--- src/rtl/multi_port_sync_fifo.sv ---
// Single-clock FIFO accepting up to WRITE_PORTS pushes and READ_PORTS pops per cycle.
// First-word-fall-through read side: the oldest READ_PORTS entries are always presented.
module multi_port_sync_fifo #(
  parameter int DEPTH       = 16,
  parameter int DATA_WIDTH  = 32,
  parameter int WRITE_PORTS = 2,
  parameter int READ_PORTS  = 2,
  parameter int CNT_W       = $clog2(DEPTH + 1)
) (
  input  logic                              clk,
  input  logic                              rst_n,
  input  logic                              flush_i,
  input  logic [WRITE_PORTS-1:0]            push_i,
  input  logic [WRITE_PORTS*DATA_WIDTH-1:0] data_i,
  output logic                              ready_o,
  input  logic [READ_PORTS-1:0]             pop_i,
  output logic [READ_PORTS*DATA_WIDTH-1:0]  data_o,
  output logic [READ_PORTS-1:0]             valid_o,
  output logic [CNT_W-1:0]                  usage_o,
  output logic                              full_o,
  output logic                              empty_o
);

  localparam int PTR_W = (DEPTH > 1) ? $clog2(DEPTH) : 1;

  logic [DATA_WIDTH-1:0] r_mem [DEPTH];
  logic [PTR_W-1:0]      r_rd_ptr;
  logic [PTR_W-1:0]      r_wr_ptr;
  logic [CNT_W-1:0]      r_cnt;

  logic                  w_ready;
  logic [PTR_W-1:0]      w_wr_idx [WRITE_PORTS];
  int                    w_npush;
  int                    w_npop;
  logic [PTR_W-1:0]      w_rd_ptr_nxt;
  logic [PTR_W-1:0]      w_wr_ptr_nxt;
  logic [CNT_W-1:0]      w_cnt_nxt;

  // Offsets never exceed DEPTH, so a single conditional subtract suffices.
  function automatic logic [PTR_W-1:0] f_wrap(input int base, input int ofs);
    int s;
    s = base + ofs;
    if (s >= DEPTH) s = s - DEPTH;
    return PTR_W'(s);
  endfunction

  // Ready looks only at the registered count; same-cycle pops are not credited.
  assign w_ready = (int'(r_cnt) + WRITE_PORTS) <= DEPTH;

  always_comb begin
    w_npush = 0;
    for (int k = 0; k < WRITE_PORTS; k++) begin
      w_wr_idx[k] = f_wrap(int'(r_wr_ptr), w_npush);
      if (w_ready && push_i[k]) w_npush = w_npush + 1;
    end
  end

  always_comb begin
    valid_o = '0;
    w_npop  = 0;
    for (int k = 0; k < READ_PORTS; k++) begin
      valid_o[k] = int'(r_cnt) > k;
      if (pop_i[k] && valid_o[k]) w_npop = w_npop + 1;
    end
  end

  always_comb begin
    data_o = '0;
    for (int k = 0; k < READ_PORTS; k++) begin
      data_o[k*DATA_WIDTH +: DATA_WIDTH] = r_mem[f_wrap(int'(r_rd_ptr), k)];
    end
  end

  assign w_wr_ptr_nxt = f_wrap(int'(r_wr_ptr), w_npush);
  assign w_rd_ptr_nxt = f_wrap(int'(r_rd_ptr), w_npop);
  assign w_cnt_nxt    = CNT_W'(int'(r_cnt) + w_npush - w_npop);

  always_ff @(posedge clk or negedge rst_n) begin
    if (!rst_n) begin
      r_rd_ptr <= '0;
      r_wr_ptr <= '0;
      r_cnt    <= '0;
    end else if (flush_i) begin
      r_rd_ptr <= '0;
      r_wr_ptr <= '0;
      r_cnt    <= '0;
    end else begin
      r_rd_ptr <= w_rd_ptr_nxt;
      r_wr_ptr <= w_wr_ptr_nxt;
      r_cnt    <= w_cnt_nxt;
    end
  end

  // Storage has no reset; a flush leaves contents in place.
  always_ff @(posedge clk) begin
    if (!flush_i) begin
      for (int k = 0; k < WRITE_PORTS; k++) begin
        if (w_ready && push_i[k]) r_mem[w_wr_idx[k]] <= data_i[k*DATA_WIDTH +: DATA_WIDTH];
      end
    end
  end

  assign ready_o = w_ready;
  assign usage_o = r_cnt;
  assign full_o  = r_cnt == CNT_W'(DEPTH);
  assign empty_o = r_cnt == '0;

endmodule

--- config.mk ---
export PLATFORM = sky130hd
export DESIGN_NAME = multi_port_sync_fifo
export DESIGN_NICKNAME = d
export VERILOG_FILES = /design/src/rtl/multi_port_sync_fifo.sv
export SDC_FILE = /design/constraint.sdc
export NUM_CORES = 1
export LEC_CHECK = 0
export BUFFER_PORTS_ARGS = -buffer_cell sky130_fd_sc_hd__buf_2
export CORE_MARGIN = 2
export CORE_UTILIZATION = 40
export DETAILED_ROUTE_END_ITERATION = 12
export PLACE_DENSITY = 0.56
export SKIP_LAST_GASP = 1
export SYNTH_ARGS = -nofsm -noshare
export SYNTH_HDL_FRONTEND = slang
export SYNTH_SLANG_ARGS = --single-unit
--- constraint.sdc ---
create_clock -name clk -period 10.8 [get_ports clk]
set_clock_uncertainty 0.05 [all_clocks]
set_input_delay 0 -clock clk [delete_from_list [all_inputs] [get_ports clk]]
set_output_delay 0 -clock clk [all_outputs]
set_load 0.005 [all_outputs]
==> results.md <==
* Status: complete, no violations
* Commonest cells post-synth: edfxtp_1, mux2_2, mux4_2, clkbuf_1, buf_2
* PwrDens at approximately 210 nW/um^2
* Gates resized, CTS repair at 0
* Overall Global Routing Usage at between 20% and 30%
* Post-synth EDFFs at 512
* FF+latch count, synth at between 500 and 600
* Initial antenna violation count at 4
* Core area at 76200 sq um
* Pin count of the biggest net entering global routing at approximately 100
* Clock transition at path regs at ~0.050 ns
* RSZ-0062 raised after global routing: no
* Total wire length at approximately 89000 um
* Worst path cell trace: inv_1, ha_1, nor3b_2, a211oi_2, a21oi_1, and2_1, ha_1, ha_1, nor3b_1, o211a_4, o21bai_4, buf_4
* Die X at 282 um
* Post-synthesis average cell area at about 18 sq um
* Fmax achieved at 0.178 GHz
* Peak supply drop at 0.156 mV
* Starting Density at 40.6%
* Synth area leaders: edfxtp_1, mux4_2, mux2_2
* Cell count after synthesis at 1704
* Die ar. at between 70000 and 80000 sq um
* Dpl ws at 5.16 ns
* Worst R2R Path Depth at 12
* Worst slew pin tran at ~1.1 ns
* Via/cell ratio at 6.05
* Final hold vios at 0
* Min-Delay Path Class: in2reg
* Critical Path Slowest Stage Cell: nor3b_1
* Worst flop-to-flop path startpoint: usage_o[1]$_DFF_PN0_
* Pleak at between 0.01 and 0.015 uW
* Buffers added on ports at approximately 140
* Most frequent CP cell: ha_1
* Grt total ovfl at 0
* DR WL/cell at 30.6 um
* Crit. End Element: register
* Rows at just over 100
* Root Buffer: clkbuf_16
* Vias in the first global route at 18.9k
* Max Buffers Root-to-Sink at 3
* Sequential share of the synthesized area at about half
* Peak per-stage delay on the critical path at ~0.86 ns
* H-tree Lvls at 2
* Yosys top cell area share at 49.7%
* Worst slew margin at between 20 and 30%
* Top_reg_cell synth: edfxtp_1
* Global-route wire length before repair at roughly 130000 um
* Async SR Flop Fraction at 2.48%
* CP Data Required Time at roughly 11 ns
* Most frequent cell after synthesis: edfxtp_1
* GPL Wtd Cong at 0.777
* Number of fill cells in the layout at between 6k and 7k
* Post-CTS Hold Buffers at 103
* Worst hold slack at 0.159 ns
* Synth Cell Area at 30900 sq um
* Worst-skew pair later-pin latency at 0.63 ns
* DRT iter0 DRCs at between 1k and 1.5k
* Crit Path Class: reg2reg
* Setup TNS at 0 ns
* Nets at 1949
* Clock sinks at 525
* Postcts setup bufs at 0
* CP startpoint: usage_o[1]$_DFF_PN0_
* Critical R2R Capture: r_mem[8][12]$_DFFE_PP_
* Synth area leader: edfxtp_1
* Post-synthesis cell type count at 48
* Hold Path Origin: pop_i[0]
* Post-DRT Antenna Nets at 0
* Worst setup endpoint: r_mem[8][12]$_DFFE_PP_
* Syn_nets at approximately 1.8k
* Final max-slew violation count at 0
* CP arrival at around 5.8 ns
* Num CTS Buffers at 60
* Final worst slack at 5.19 ns
* DRC at 0
* Pre-Repair DR Iteration Count at 5
* Max-Cap Viols at 0
* Endpoints failing setup at 0
* Ant diodes at 0
* Yosys warns at 0
* CTS tree: yes
* Ports at 145
* Final non-filler cell total at roughly 2.9k
* DP Wirelength at 52600 um
* Die height at about 280 um
* Placed cell count at 2718
* R2r setup slk at between 5 and 6 ns
* Synth-to-layout area growth at 14.6%
* Min Tclk post-route at roughly 5.6 ns
* Layout cells sized above 1 at about three fifths
* Via Count at roughly 18k
* Final period utilization at about half
* CP Max Fanout at 33
* Crit path launch type: register
==> state kept, by name (all words and copies together) (netlist names) <==
| name | count |
|---|---|
| r_mem | 512 |
| usage_o | 5 |
| r_rd_ptr | 4 |
| r_wr_ptr | 4 |
==> cell type report <==
type,instances,area (sq um),share of cell area [%]
Multi-Input combinational cell,971,14500,40.9
Inverter,14,52.6,0.148
Clock inverter,36,285,0.805
Tap cell,1030,1290,3.64
Timing Repair Buffer,281,2020,5.70
Clock buffer,72,1570,4.42
Sequential cell,525,15700,44.3
==> stage by stage <==
step	cell area, sq um	util [%]	total power (uW)
floorplan	30900	-	4640
global placement	32600	42.7	5640
detailed placement	32600	42.7	5660
CTS	35400	46.5	7690
global route	35400	46.5	7930
finish	35400	46.5	7580
==> worst max-delay path: cells and delay by family, from the launching register on <==
| kind | cells | cell delay [ns] |
|---|---|---|
| AOI/OAI and AO/OA | 4 | 2.09 |
| and+or+nand+nor | 3 | 1.15 |
| adders and majority gates | 3 | 0.79 |
| DFF | 1 | 0.47 |
| buffers and inverters | 2 | 0.64 |
==> layout by cell type (no fill, tap or decap), types with 3 or more instances in the layout <==
master,instances
edfxtp_1,512
mux2_2,495
nand2_1,3
nand2b_1,5
mux4_2,320
clkinv_1,21
dlygate4sd3_1,103
ha_1,20
dfrtp_1,9
nor2b_1,10
clkbuf_16,61
a21oi_1,9
o21ai_4,9
and3_1,3
nor2_1,8
buf_4,33
buf_2,144
nand3_4,6
dfrtp_4,3
clkbuf_1,11
o211ai_4,3
nand3_1,4
o21bai_4,8
bufinv_16,5
inv_1,14
a211oi_4,4
mux2_1,17
and2_1,3
fa_1,4
xnor2_1,6
clkinv_2,8
==> cells by family after synthesis <==
group,Yosys count,synth area share (%)
and+or+nand+nor,62,1.34
muxes,832,42.0
adders and majority gates,25,1.11
buffers and inverters,208,3.34
AOI/OAI and AO/OA,43,1.19
xor gates and xnor gates,9,0.255
DFF,525,50.8
==> how the worst min path moves through the flow <==
stage	end	slack [ns]	cells past startpoint
floorplan	r_rd_ptr[0]$_DFF_PN0_	-0.35	0
global placement	usage_o[4]$_DFF_PN0_	-0.14	1
detailed placement	usage_o[0]$_DFF_PN0_	-0.14	1
CTS	r_wr_ptr[1]$_DFF_PN0_	0.12	5
global route	usage_o[1]$_DFF_PN0_	0.22	6
finish	usage_o[1]$_DFF_PN0_	0.16	6
==> where the power goes <==
part           switching, uW  internal, uW
logic                   1450          1590
clock network            831          1140
registers                165          2410
==> per-layer routing <==
metal	vias up	routed length, um	part of all wire, %	GRT usage (%)
met5	-	49	0.055	0
met4	6	1960	2.2	5.58
met3	131	4950	5.5	3.70
met2	517	45000	50	38.7
met1	9632	37600	42	30.9
li1	7444	-	-	-
Power figures use the tool's default switching activity.
